### config.mk
export PLATFORM = sky130hd
export DESIGN_NAME = load_store_unit
export DESIGN_NICKNAME = d
export VERILOG_FILES = /design/src/rtl/load_store_unit_pkg.sv /design/src/rtl/load_store_unit_lane_align.sv /design/src/rtl/load_store_unit.sv
export SDC_FILE = /design/constraint.sdc
export NUM_CORES = 1
export LEC_CHECK = 0
export CAP_MARGIN = 20
export CELL_PAD_IN_SITES_DETAIL_PLACEMENT = 1
export CELL_PAD_IN_SITES_GLOBAL_PLACEMENT = 1
export CORE_MARGIN = 8
export CORE_UTILIZATION = 33
export DETAILED_ROUTE_END_ITERATION = 10
export GPL_TIMING_DRIVEN = 0
export PLACE_DENSITY_LB_ADDON = 0.1
export SYNTH_ARGS = -nofsm -noshare
export SYNTH_HDL_FRONTEND = slang
export SYNTH_SLANG_ARGS = --single-unit
### constraint.sdc
create_clock -name clk -period 10.25 [get_ports clk]
set_input_delay 2.05 -clock clk [delete_from_list [all_inputs] [get_ports clk]]
set_output_delay 2.05 -clock clk [all_outputs]
set_load 0.02 [all_outputs]
### src/rtl/load_store_unit_pkg.sv
// Shared types, funct3 encodings and extension helpers for the load/store unit.
package load_store_unit_pkg;

  typedef enum logic [1:0] {IDLE, ACCESS, RESP} lsu_state_t;
  typedef logic [3:0] byte_en_t;

  localparam logic [2:0] F3_LB  = 3'b000;
  localparam logic [2:0] F3_LH  = 3'b001;
  localparam logic [2:0] F3_LW  = 3'b010;
  localparam logic [2:0] F3_LBU = 3'b100;
  localparam logic [2:0] F3_LHU = 3'b101;
  localparam logic [2:0] F3_SB  = 3'b000;
  localparam logic [2:0] F3_SH  = 3'b001;
  localparam logic [2:0] F3_SW  = 3'b010;

  function automatic logic [31:0] sext8(input logic signed [7:0] v);
    return 32'(v);
  endfunction

  function automatic logic [31:0] sext16(input logic signed [15:0] v);
    return 32'(v);
  endfunction

endpackage

### src/rtl/load_store_unit_lane_align.sv
// Combinational byte-lane steering for stores and lane extraction/extension for loads.
module lsu_lane_align
  import load_store_unit_pkg::*;
(
  input  logic [2:0]  funct3_i,
  input  logic [1:0]  offset_i,
  input  logic [31:0] wdata_i,
  input  logic [31:0] rdata_i,
  output byte_en_t    be_o,
  output logic [31:0] wdata_o,
  output logic [31:0] rdata_o,
  output logic        misalign_o,
  output logic        illegal_o
);

  logic [7:0]  b_sel;
  logic [15:0] h_sel;

  assign b_sel = rdata_i[{offset_i, 3'b000} +: 8];
  assign h_sel = offset_i[1] ? rdata_i[31:16] : rdata_i[15:0];

  // funct3[2] selects zero extension; half accesses ignore offset[0] (natural alignment)
  always_comb begin
    be_o       = '0;
    wdata_o    = '0;
    rdata_o    = '0;
    misalign_o = 1'b0;
    illegal_o  = 1'b0;
    case (funct3_i)
      F3_LB, F3_LBU: begin
        be_o    = 4'b0001 << offset_i;
        wdata_o = {4{wdata_i[7:0]}};
        rdata_o = funct3_i[2] ? {24'b0, b_sel} : sext8(b_sel);
      end
      F3_LH, F3_LHU: begin
        be_o       = offset_i[1] ? 4'b1100 : 4'b0011;
        wdata_o    = {2{wdata_i[15:0]}};
        rdata_o    = funct3_i[2] ? {16'b0, h_sel} : sext16(h_sel);
        misalign_o = offset_i[0];
      end
      F3_LW: begin
        be_o       = 4'b1111;
        wdata_o    = wdata_i;
        rdata_o    = rdata_i;
        misalign_o = |offset_i;
      end
      default: illegal_o = 1'b1;
    endcase
  end

endmodule

### src/rtl/load_store_unit.sv
// Multicycle load/store unit: IDLE/ACCESS/RESP FSM with memory timeout.
// Define LSU_MISALIGN_CHECK_EN to reject misaligned H/W accesses instead of truncating.
module load_store_unit
  import load_store_unit_pkg::*;
#(
  parameter int TIMEOUT_CYCLES = 16
) (
  input  logic        clk,
  input  logic        reset,
  input  logic        req_valid,
  output logic        req_ready,
  input  logic        req_write,
  input  logic [2:0]  req_funct3,
  input  logic [31:0] req_addr,
  input  logic [31:0] req_wdata,
  output logic        rsp_valid,
  output logic [31:0] rsp_rdata,
  output logic        rsp_error,
  output logic        mem_req,
  output logic        mem_we,
  output logic [31:0] mem_addr,
  output byte_en_t    mem_be,
  output logic [31:0] mem_wdata,
  input  logic        mem_ack,
  input  logic [31:0] mem_rdata
);

  localparam int CNT_W = (TIMEOUT_CYCLES > 1) ? $clog2(TIMEOUT_CYCLES) : 1;
  localparam logic [CNT_W-1:0] CNT_MAX = CNT_W'(TIMEOUT_CYCLES - 1);
  localparam logic TO_EN = (TIMEOUT_CYCLES != 0);

  lsu_state_t       state_q, state_d;
  logic [CNT_W-1:0] cnt_q, cnt_d;
  logic             write_q, write_d;
  logic [2:0]       funct3_q, funct3_d;
  logic [31:0]      addr_q, addr_d;
  logic [31:0]      wdata_q, wdata_d;
  logic [31:0]      rdata_q, rdata_d;
  logic             err_q, err_d;

  logic [2:0]  f3_sel;
  logic [1:0]  off_sel;
  byte_en_t    be;
  logic [31:0] wdata_lane, rdata_ext;
  logic        misalign, illegal, bad_align, reject;

  // In IDLE the aligner classifies the incoming request; afterwards it serves the held one
  assign f3_sel  = (state_q == IDLE) ? req_funct3 : funct3_q;
  assign off_sel = (state_q == IDLE) ? req_addr[1:0] : addr_q[1:0];

  lsu_lane_align u_align (
    .funct3_i  (f3_sel),
    .offset_i  (off_sel),
    .wdata_i   (wdata_q),
    .rdata_i   (mem_rdata),
    .be_o      (be),
    .wdata_o   (wdata_lane),
    .rdata_o   (rdata_ext),
    .misalign_o(misalign),
    .illegal_o (illegal)
  );

`ifdef LSU_MISALIGN_CHECK_EN
  assign bad_align = misalign;
`else
  assign bad_align = misalign & 1'b0;
`endif

  assign reject = illegal | (req_write & req_funct3[2]) | bad_align;

  always_comb begin
    state_d  = state_q;
    cnt_d    = cnt_q;
    write_d  = write_q;
    funct3_d = funct3_q;
    addr_d   = addr_q;
    wdata_d  = wdata_q;
    rdata_d  = rdata_q;
    err_d    = err_q;
    unique case (state_q)
      IDLE: begin
        cnt_d = '0;
        if (req_valid) begin
          write_d  = req_write;
          funct3_d = req_funct3;
          addr_d   = req_addr;
          wdata_d  = req_wdata;
          if (reject) begin
            state_d = RESP;
            err_d   = 1'b1;
            rdata_d = '0;
          end else begin
            state_d = ACCESS;
          end
        end
      end
      ACCESS: begin
        // An ack in the final allowed cycle takes priority over the timeout
        if (mem_ack) begin
          state_d = RESP;
          err_d   = 1'b0;
          rdata_d = write_q ? '0 : rdata_ext;
        end else if (TO_EN && (cnt_q == CNT_MAX)) begin
          state_d = RESP;
          err_d   = 1'b1;
          rdata_d = '0;
        end else begin
          cnt_d = cnt_q + CNT_W'(1);
        end
      end
      RESP:    state_d = IDLE;
      default: state_d = IDLE;
    endcase
  end

  always_ff @(posedge clk) begin
    if (!reset) begin
      state_q <= IDLE;
      cnt_q   <= '0;
    end else begin
      state_q <= state_d;
      cnt_q   <= cnt_d;
    end
  end

  // Held data needs no reset: every output that exposes it is gated by state
  always_ff @(posedge clk) begin
    write_q  <= write_d;
    funct3_q <= funct3_d;
    addr_q   <= addr_d;
    wdata_q  <= wdata_d;
    rdata_q  <= rdata_d;
    err_q    <= err_d;
  end

  assign req_ready = (state_q == IDLE);
  assign mem_req   = (state_q == ACCESS);
  assign mem_we    = mem_req & write_q;
  assign mem_addr  = mem_req ? {addr_q[31:2], 2'b00} : '0;
  assign mem_be    = mem_req ? be : '0;
  assign mem_wdata = mem_req ? wdata_lane : '0;
  assign rsp_valid = (state_q == RESP);
  assign rsp_error = rsp_valid & err_q;
  assign rsp_rdata = rsp_valid ? rdata_q : '0;

endmodule

==> run metrics, run 1 <==
hold violation total from the final report=0; post-route clock skew=roughly 9 ps; mean post-synth cell area=approximately 12 sq um; layout cell share with drive strength beyond 1=0.0877; part of the power in registers=0.448; crit path max fanout=10; DRT Pass-1 Iters=5; setup total negative slack=0 ps; fin worst setup slack=about 3200 ps; kind of capture point of the worst setup path=output pin; clock network fraction of design power=0.312; aggregate global routing overflow=0; number of CTS-inserted buffers=9; Post-synth EDFFs=between 100 and 150; number of antenna violations at the first check in global routing=1; Worst-Skew Late Latency=350 ps; standby leakage power=~2.7 nW; met3 capacity usage during global routing=0.0808; Worst EP required=8200 ps; Critical R2R Capture=rdata_q[25]; most frequent cells in the layout=206 x sky130_fd_sc_hd__clkdlybuf4s50_1, 101 x sky130_fd_sc_hd__edfxtp_1, 73 x sky130_fd_sc_hd__and2_1, 52 x sky130_fd_sc_hd__a21oi_1, 39 x sky130_fd_sc_hd__nand2_1; Max Fclk=143 MHz; Worst Tran Pin Value=just over 1000 ps; count of H-tree levels built during CTS=3; worst-case register-to-register setup slack=roughly 7400 ps; overall via count from detail_route=between 4000 and 5000; number of gates resized after CTS=0; normalized max-slew margin=0.318; worst path arrival time=between 4000 and 5000 ps; max-capacitance violation count=0; growth of design area from synthesis to finish=51.1%; type of element launching the critical path=primary input; launch instance of the worst min-delay path=cnt_q[3]; top flip-flop cell by instance count after synthesis=sky130_fd_sc_hd__edfxtp_1; vias in the first global route=5066; final max-slew violation count=0; remaining antenna violation count after routing=0; Core Box Area=approximately 16000 sq um; post-CTS repair timing setup buffer count=0; met2 layer usage reported by global route=0.304; count of buffering cells on the critical path with inverters included=4; cell depth of the worst flop-to-flop path=6; minimum hold slack=around 570 ps; launch point of the worst reg-to-reg path=cnt_q[0]; gate count of the mapped netlist=446; number of unique standard cell types used by synthesis=60; final routed wire length divided by cell count=~21 um; Bufs on Longest Clock Path=2; global route hottest layer=met2; detailed-route DRC error count=0; number of nets in the layout=about 770; final-report setup violation count=0; Net Sw Frac=0.277; Iteration-0 DRC Markers=a little under 200; Total Die Area=20300 sq um; total power divided by cell area=150 nW/um^2; Endpoint, Worst Hold=cnt_q[3]; register area=around 3200 sq um; sequential area share after synthesis=0.598; fin crit share=0.683; cells traversed along the worst timing path=clkdlybuf4s50_1 > nor3b_2 > o221a_1 > clkbuf_1 > clkbuf_1 > nand2_1 > a21oi_1 > clkdlybuf4s50_1; post-synthesis instance area=about 5300 sq um; ANT cells=0; cell at the slowest stage of the critical path=sky130_fd_sc_hd__clkdlybuf4s50_1; first-pass GRT wire length=around 28000 um; largest net degree at the start of global routing=slightly below 70; number of top-level pins=between 200 and 250; clock root buffer=sky130_fd_sc_hd__clkbuf_16; number of rows created at floorplan=46; fill cell total of the finished layout=1697; CTS clk-pin slew, worst paths=70 ps; CTS tree=yes; Routability Congestion=0.824; Setup Crit Path Kind=in -> out; Detailed Route WL=between 15000 and 20000 um; switching power=around 0.33 mW; flop and latch count out of synthesis=107; post-DR vias/cell=between 5 and 6; Finished Core Util=0.505; hold buffer count at cts=0; number of sinks driven by the clock tree=107; most common cell after layout, fill and taps aside=sky130_fd_sc_hd__clkdlybuf4s50_1; RSZ-0062 raised after global routing=no; GR Layer Usage met1=0.201; number of warnings issued by yosys=0; cell-internal power=~0.86 mW; count of input and output buffers=roughly 200; outcome=finished, final reports clean; crit-path leading delay family=buffers and inverters; class of the worst hold path=reg -> reg; overall die height=around 140 um; slowest cell delay on critical path=approximately 660 ps; async set-or-reset flop fraction in the synthesized netlist=0; Worst Hold Depth=2; minimum period implied by the final worst setup slack=7000 ps; GRT Util Overall=0.183; post-route standard cell area excluding fillers=~8000 sq um; placed inst area=approximately 7600 sq um; worst slack, placed=between 3000 and 4000 ps; width of the die=around 140 um; initial core utilization=0.334; DPL Wire Length=~14000 um; proportion of power drawn by combinational gates=0.240; worst IR drop on VDD=about 0.000083 V; Multi-input gate area=1930 sq um
## kinds of logic after synthesis
kind of cell | Yosys count | share of synthesized area
other | 1 | 0.000711
DFF | 107 | 0.598
adders and majority gates | 1 | 0.00237
muxes | 10 | 0.0218
buffers and inverters | 37 | 0.0380
AOI/OAI and AO/OA | 131 | 0.172
and+or+nand+nor | 159 | 0.167
## metrics by stage
stage               power (mW)  cells
floorplan                0.696    447
global placement         0.828    869
detailed placement       0.834    873
CTS                       1.21    889
global route              1.24    889
finish                    1.20    889
## synth_stat cells (2+ instances only)
master | n | area [sq um]
sky130_fd_sc_hd__nor3_1 | 2 | 10.0
sky130_fd_sc_hd__nand2b_1 | 2 | 12.5
sky130_fd_sc_hd__clkbuf_1 | 14 | 52.6
sky130_fd_sc_hd__a31oi_1 | 4 | 25.0
sky130_fd_sc_hd__nor2b_1 | 5 | 31.3
sky130_fd_sc_hd__o21a_1 | 7 | 52.6
sky130_fd_sc_hd__mux2_2 | 5 | 56.3
sky130_fd_sc_hd__a21boi_0 | 2 | 15.0
sky130_fd_sc_hd__a21oi_1 | 52 | 260
sky130_fd_sc_hd__a21o_1 | 3 | 22.5
sky130_fd_sc_hd__a211o_1 | 3 | 26.3
sky130_fd_sc_hd__o22ai_1 | 4 | 25.0
sky130_fd_sc_hd__mux2i_1 | 3 | 30.0
sky130_fd_sc_hd__o21ai_0 | 4 | 20.0
sky130_fd_sc_hd__o21ai_1 | 2 | 10.0
sky130_fd_sc_hd__buf_6 | 4 | 45.0
sky130_fd_sc_hd__buf_4 | 4 | 30.0
sky130_fd_sc_hd__inv_1 | 5 | 18.8
sky130_fd_sc_hd__nand2_1 | 39 | 146
sky130_fd_sc_hd__buf_2 | 9 | 45.0
sky130_fd_sc_hd__and2_1 | 74 | 463
sky130_fd_sc_hd__o221ai_1 | 3 | 26.3
sky130_fd_sc_hd__dfxtp_1 | 6 | 120
sky130_fd_sc_hd__a22oi_1 | 33 | 248
sky130_fd_sc_hd__nor2_1 | 21 | 78.8
sky130_fd_sc_hd__a31o_2 | 2 | 17.5
sky130_fd_sc_hd__edfxtp_1 | 101 | 3030
## worst max-delay path by stage
| stage | cells after the start | from | end | slack, ps |
|---|---|---|---|---|
| finish | 8 | req_funct3[1] | mem_wdata[31] | 3250 |
| global route | 8 | req_funct3[1] | mem_wdata[31] | 3090 |
| CTS | 8 | req_funct3[1] | mem_wdata[31] | 3200 |
| detailed placement | 8 | req_funct3[1] | mem_wdata[31] | 3230 |
| global placement | 5 | req_funct3[2] | rdata_q[26] | -1020 |
| floorplan | 4 | req_funct3[2] | err_q | 2100 |
## metal layers
| layer | routed length, um | vias to the layer above |
|---|---|---|
| li1 | - | 2102 |
| met3 | 2070 | 28 |
| met5 | 13 | - |
| met2 | 8800 | 215 |
| met1 | 7190 | 2152 |
| met4 | 481 | 2 |
## final cells by class
| type | count | area share |
|---|---|---|
| clock inverter | 7 | 0.0113 |
| inverter | 6 | 0.00346 |
| buffer | 31 | 0.0217 |
| clock buffer | 9 | 0.0283 |
| timing repair buffer | 210 | 0.263 |
| sequential | 107 | 0.396 |
| tap | 216 | 0.0339 |
| multi-input combinational | 303 | 0.242 |
## registers in the layout (all words and copies together) (netlist names)
name / flops
addr_q: 32
cnt_q: 4
err_q: 1
funct3_q: 3
rdata_q: 32
state_q: 2
wdata_q: 32
write_q: 1
## power groups by stage
stage / registers [mW] / clock network (mW) / logic [mW]
after global routing: 0.539 / 0.396 / 0.310
after global placement: 0.550 / 0 / 0.278
after floorplan: 0.544 / 0 / 0.151
after detailed placement: 0.545 / 0 / 0.288
after CTS: 0.536 / 0.385 / 0.290
final: 0.535 / 0.373 / 0.287
## worst reg2reg max path, delay by kind of cell (launching register included)
kind / cells / cell delay (ps)
AO/OA/AOI/OAI: 2 / 1150
buffers and inverters: 3 / 700
flip-flops: 1 / 430
adder cells (fa/ha/maj): 1 / 260
(Power assumes the default switching activity.)
==> run 2, diff against run 1 <==
==> constraint.sdc (replaced) <==
create_clock -name clk -period 7.3 [get_ports clk]
set_input_delay 1.46 -clock clk [delete_from_list [all_inputs] [get_ports clk]]
set_output_delay 1.46 -clock clk [all_outputs]
set_load 0.02 [all_outputs]
==> run metrics, run 2 (synthesis results as in run 1) <==
Iteration-0 DRC Markers=225 (+15%); clock root buffer=sky130_fd_sc_hd__clkbuf_16; max-capacitance violation count=0 (unchanged); vias in the first global route=4948 (-2.3%); post-DR vias/cell=5.07 (+0.18%); number of sinks driven by the clock tree=107 (unchanged); normalized max-slew margin=0.388 (+0.0701); Routability Congestion=0.815 (-1.1%); Worst-Skew Late Latency=350 ps (about the same); Worst EP required=5840 ps (-2360 ps); count of H-tree levels built during CTS=3 (unchanged); number of nets in the layout=774 (+0.13%); DRT Pass-1 Iters=4 (-1); first-pass GRT wire length=28600 um (+1.1%); Worst Hold Depth=2 (unchanged); most common cell after layout, fill and taps aside=sky130_fd_sc_hd__clkdlybuf4s50_1; layout cell share with drive strength beyond 1=0.0847 (-0.00297); class of the worst hold path=reg -> reg; crit path max fanout=10 (unchanged); post-route standard cell area excluding fillers=7930 sq um (-0.46%); hold violation total from the final report=0 (unchanged); cells traversed along the worst timing path=clkdlybuf4s50_1 > nor3b_2 > o221a_1 > clkbuf_1 > clkbuf_1 > nand2_1 > a21oi_1 > clkdlybuf4s50_1; Bufs on Longest Clock Path=2 (unchanged); cell depth of the worst flop-to-flop path=7 (+1); most frequent cells in the layout=206 x sky130_fd_sc_hd__clkdlybuf4s50_1, 101 x sky130_fd_sc_hd__edfxtp_1, 73 x sky130_fd_sc_hd__and2_1, 52 x sky130_fd_sc_hd__a21oi_1, 39 x sky130_fd_sc_hd__nand2_1; Setup Crit Path Kind=in -> out; placed inst area=7650 sq um (about the same); Power, Total=1.64 mW (+37%); aggregate global routing overflow=0 (unchanged); number of CTS-inserted buffers=9 (unchanged); cell at the slowest stage of the critical path=sky130_fd_sc_hd__clkdlybuf4s50_1; crit-path leading delay family=buffers and inverters; remaining antenna violation count after routing=0 (unchanged); Max Fclk=171 MHz; hold buffer count at cts=0 (unchanged); worst path arrival time=4390 ps (-560 ps); final-report setup violation count=0 (unchanged); number of antenna violations at the first check in global routing=1 (unchanged); count of input and output buffers=206 (unchanged); Core Box Area=15800 sq um (unchanged); worst IR drop on VDD=0.000130 V (+57%); GRT Util Overall=0.188 (+0.00530); post-route clock skew=7.03 ps (-2.25 ps); type of element launching the critical path=primary input; outcome=finished, final reports clean; setup total negative slack=0 ps (unchanged); slowest cell delay on critical path=650 ps (about the same); standby leakage power=2.70 nW (-0.43%); Worst Tran Pin Value=919 ps (-103 ps); Total Die Area=20300 sq um (unchanged); final routed wire length divided by cell count=21.5 um (+3.2%); overall via count from detail_route=4507 (+0.18%); WP depth=8 (unchanged); width of the die=142 um (unchanged); initial core utilization=0.334 (unchanged); final max-slew violation count=0 (unchanged); leading registers by flop count=addr_q (32), rdata_q (32), wdata_q (32); CTS tree=yes; post-CTS repair timing setup buffer count=0 (unchanged); growth of design area from synthesis to finish=50.4%; number of top-level pins=209 (unchanged); fin crit share=0.801; detailed-route DRC error count=0 (unchanged); DPL Wire Length=14700 um (+2.6%); RSZ-0062 raised after global routing=no; ANT cells=0 (unchanged); kind of capture point of the worst setup path=output pin; largest net degree at the start of global routing=69 (unchanged); minimum hold slack=535 ps (-30.1 ps); overall die height=142 um (unchanged); count of buffering cells on the critical path with inverters included=4 (unchanged); Detailed Route WL=19200 um (+3.2%); CTS clk-pin slew, worst paths=70 ps (about the same); number of gates resized after CTS=0 (unchanged); number of rows created at floorplan=46 (unchanged); minimum period implied by the final worst setup slack=just under 6000 ps; total power divided by cell area=207 nW/um^2 (+38%)
-- run 2: cell types whose count changed in the layout (fill, tap and decap cells not counted) --
cell	delta
sky130_fd_sc_hd__bufinv_16	-1
sky130_fd_sc_hd__clkinvlp_4	-1
sky130_fd_sc_hd__clkinv_2	-1
sky130_fd_sc_hd__clkinv_1	+2
sky130_fd_sc_hd__buf_6	-1
sky130_fd_sc_hd__buf_2	+2
-- run 2: layer usage --
metal  part of all wire  track usage  up-vias
li1                   -            -     2096
met1               0.39        0.203     2179
met2               0.49        0.326      206
met3               0.10       0.0812       24
met4              0.018       0.0593        2
met5            0.00068            0        -
-- run 2: path summary, 6_finish.rpt --
path,from,to,slack (ps)
worst min-delay path,cnt_q[0],cnt_q[0],540
worst max register to register,state_q[0],rdata_q[9],4890
worst max-delay path,req_funct3[1],mem_wdata[13],1450
worst min register to register,cnt_q[0],cnt_q[0],540
-- run 2: worst register-to-register path: stages, from the launching register on --
cell and delay, ps:
sky130_fd_sc_hd__dfxtp_1 330, sky130_fd_sc_hd__buf_2 220, sky130_fd_sc_hd__buf_2 270, sky130_fd_sc_hd__nor2_1 90
sky130_fd_sc_hd__a2111oi_2 380, sky130_fd_sc_hd__buf_2 310, sky130_fd_sc_hd__buf_2 260, sky130_fd_sc_hd__buf_2 250
-- run 2: power breakdown --
group / leakage [nW] / internal, mW / switching (mW)
Sequential: 1.01 / 0.735 / 0.0170
Combinational: 1.55 / 0.179 / 0.227
Clock: 0.138 / 0.262 / 0.221
-- run 2: cell type report --
| cell class | count | area, sq um |
|---|---|---|
| clock buffer | 9 | 225 |
| sequential | 107 | 3150 |
| clock inverter | 6 | 55.1 |
| buffer | 31 | 173 |
| inverter | 6 | 27.5 |
| fill | 1715 | 7840 |
| timing repair buffer | 211 | 2090 |
| tap | 216 | 270 |
| multi-input combinational | 303 | 1930 |
-- run 2: per-stage QoR --
step / worst slack, ps / util / instances
3_5_place_dp: 1410 / 0.485 / 874
6_report: 1450 / 0.503 / 889
2_1_floorplan: 1380 / - / 447
4_1_cts: 1390 / 0.503 / 889
5_1_grt: 1230 / 0.503 / 889
3_3_place_gp: -934 / 0.482 / 869
==> run 3, diff against run 2 <==
==> constraint.sdc (replaced) <==
create_clock -name clk -period 5.5 [get_ports clk]
set_input_delay 1.1 -clock clk [delete_from_list [all_inputs] [get_ports clk]]
set_output_delay 1.1 -clock clk [all_outputs]
set_load 0.02 [all_outputs]
==> run metrics, run 3 (synthesis results as in run 1) <==
outcome=finished, final reports clean; CTS tree=yes; placed inst area=7670 sq um (+0.26%); layout cell share with drive strength beyond 1=0.0833 (-0.00136); met1 wire length=7170 um (-3.9%); final-report setup violation count=0 (unchanged); number of antenna violations at the first check in global routing=0 (-1); hold violation total from the final report=0 (unchanged); switching power=0.628 mW (+35%); number of sinks driven by the clock tree=107 (unchanged); CTS clk-pin slew, worst paths=70 ps (about the same); Worst Tran Pin Value=926 ps (+7.42 ps); count of buffering cells on the critical path with inverters included=4 (unchanged); initial core utilization=0.334 (unchanged); count of input and output buffers=206 (unchanged); post-route clock skew=7.09 ps (+0.0687 ps); cell-internal power=1.57 mW (+34%); largest net degree at the start of global routing=69 (unchanged); crit-path leading delay family=buffers and inverters; ANT cells=0 (unchanged); fin worst setup slack=367 ps (-1090 ps); setup total negative slack=0 ps (unchanged); leading registers by flop count=addr_q (32), rdata_q (32), wdata_q (32); Iteration-0 DRC Markers=265 (+18%); hold buffer count at cts=0 (unchanged); clock network fraction of design power=0.302 (+0.008); Bufs on Longest Clock Path=2 (unchanged); overall via count from detail_route=4485 (-0.49%); vias in the first global route=4920 (-0.57%); minimum hold slack=541 ps (+5.91 ps); number of rows created at floorplan=46 (unchanged); normalized max-slew margin=0.383 (-0.00495); type of element launching the critical path=primary input; final max-slew violation count=0 (unchanged); minimum period implied by the final worst setup slack=5130 ps; growth of design area from synthesis to finish=51.0%; first-pass GRT wire length=28300 um (-1.3%); met3 wire len=2080 um (+6.6%); met2 wirelength from detailed routing=8730 um (-6.9%); overall die height=142 um (unchanged); cell at the slowest stage of the critical path=sky130_fd_sc_hd__clkdlybuf4s50_1; worst slack, placed=331 ps (-1080 ps); total power divided by cell area=276 nW/um^2 (+34%); Setup Crit Path Kind=in -> out; crit path max fanout=10 (unchanged); width of the die=142 um (unchanged); DRT Pass-1 Iters=4 (unchanged); remaining antenna violation count after routing=0 (unchanged); worst IR drop on VDD=0.000166 V (+27%); slowest cell delay on critical path=660 ps (about the same); fill cell total of the finished layout=1692 (-1.3%); worst path arrival time=4030 ps (-360 ps); Worst EP required=4400 ps (-1440 ps); GRT Util Overall=0.184 (-0.00393); count of H-tree levels built during CTS=3 (unchanged); aggregate global routing overflow=0 (unchanged); RSZ-0062 raised after global routing=no; number of top-level pins=209 (unchanged); part of the power in registers=0.453 (-0.005); class of the worst hold path=reg -> reg; max-capacitance violation count=0 (unchanged); most frequent cells in the layout=206 x sky130_fd_sc_hd__clkdlybuf4s50_1, 101 x sky130_fd_sc_hd__edfxtp_1, 73 x sky130_fd_sc_hd__and2_1, 52 x sky130_fd_sc_hd__a21oi_1, 39 x sky130_fd_sc_hd__nand2_1; post-route standard cell area excluding fillers=7960 sq um (+0.44%); post-DR vias/cell=5.05 (-0.38%); Net Sw Frac=0.285 (+0.00196); Core Box Area=15800 sq um (unchanged); Worst-Skew Late Latency=360 ps (about the same); DPL Wire Length=14300 um (-2.6%); most common cell after layout, fill and taps aside=sky130_fd_sc_hd__clkdlybuf4s50_1; Max Fclk=between 150 and 200 MHz; kind of capture point of the worst setup path=output pin; standby leakage power=2.70 nW (about the same); cells traversed along the worst timing path=clkdlybuf4s50_1 > nor3b_2 > o221a_1 > clkbuf_1 > clkbuf_1 > a22oi_1 > nor2_1 > clkdlybuf4s50_1; number of nets in the layout=772 (-0.26%); Total Die Area=20300 sq um (unchanged); fin crit share=0.933; post-CTS repair timing setup buffer count=0 (unchanged); top layer in use=met4; Power, Total=2.20 mW (+34%); Detailed Route WL=18600 um (-2.8%); Routability Congestion=0.857 (+5.3%); detailed-route DRC error count=0 (unchanged); clock root buffer=sky130_fd_sc_hd__clkbuf_16; number of CTS-inserted buffers=9 (unchanged); final routed wire length divided by cell count=21.0 um (-2.7%); number of gates resized after CTS=0 (unchanged); proportion of power drawn by combinational gates=0.245 (-0.002)
## run 3: changes by cell type in the layout (fill, tap and decap cells not counted), sizes merged
cell,change
clkbuf,+2
clkinv,-1
buf,-2
## run 3: path summary, 6_finish.rpt
check	start	endpoint	slack, ps	cells after the start
setup reg to reg	state_q[0]	rdata_q[29]	3130	7
hold / removal	cnt_q[0]	cnt_q[0]	540	2
setup / recovery	req_funct3[1]	mem_wdata[17]	370	8
hold reg to reg	cnt_q[0]	cnt_q[0]	540	2
## run 3: per-stage QoR
step / std cells / utilization
floorplan: 447 / -
global placement: 869 / 0.483
detailed placement: 872 / 0.486
CTS: 888 / 0.505
global route: 888 / 0.505
finish: 888 / 0.505
## run 3: area by class of cell
cell class | instances | area, sq um | share of cell area
multi-input combinational | 303 | 1940 | 0.244
sequential | 107 | 3150 | 0.396
clock inverter | 5 | 62.6 | 0.00786
inverter | 6 | 27.5 | 0.00346
timing repair buffer | 209 | 2100 | 0.264
clock buffer | 11 | 233 | 0.0292
buffer | 31 | 173 | 0.0217
tap | 216 | 270 | 0.0339
## run 3: power groups by stage
stage	Combinational, mW	Clock, mW	Sequential (mW)
3_5_place_dp	0.541	0	1.02
5_1_grt	0.581	0.712	1.00
3_3_place_gp	0.520	0	1.02
2_1_floorplan	0.283	0	1.01
4_1_cts	0.544	0.682	0.998
6_report	0.538	0.665	0.997
## run 3: worst register-to-register path: cells and delay by family, from the launching register on
kind	cells	cell delay (ps)
buffers and inverters	3	1020
and+or+nand+nor	2	400
AOI/OAI and AO/OA	2	460
DFF	1	310
## run 3: metal layers
layer / up-vias / GRT usage
met5: - / 0
met4: 0 / 0.0968
met3: 30 / 0.0805
met2: 207 / 0.295
met1: 2150 / 0.204
li1: 2098 / -
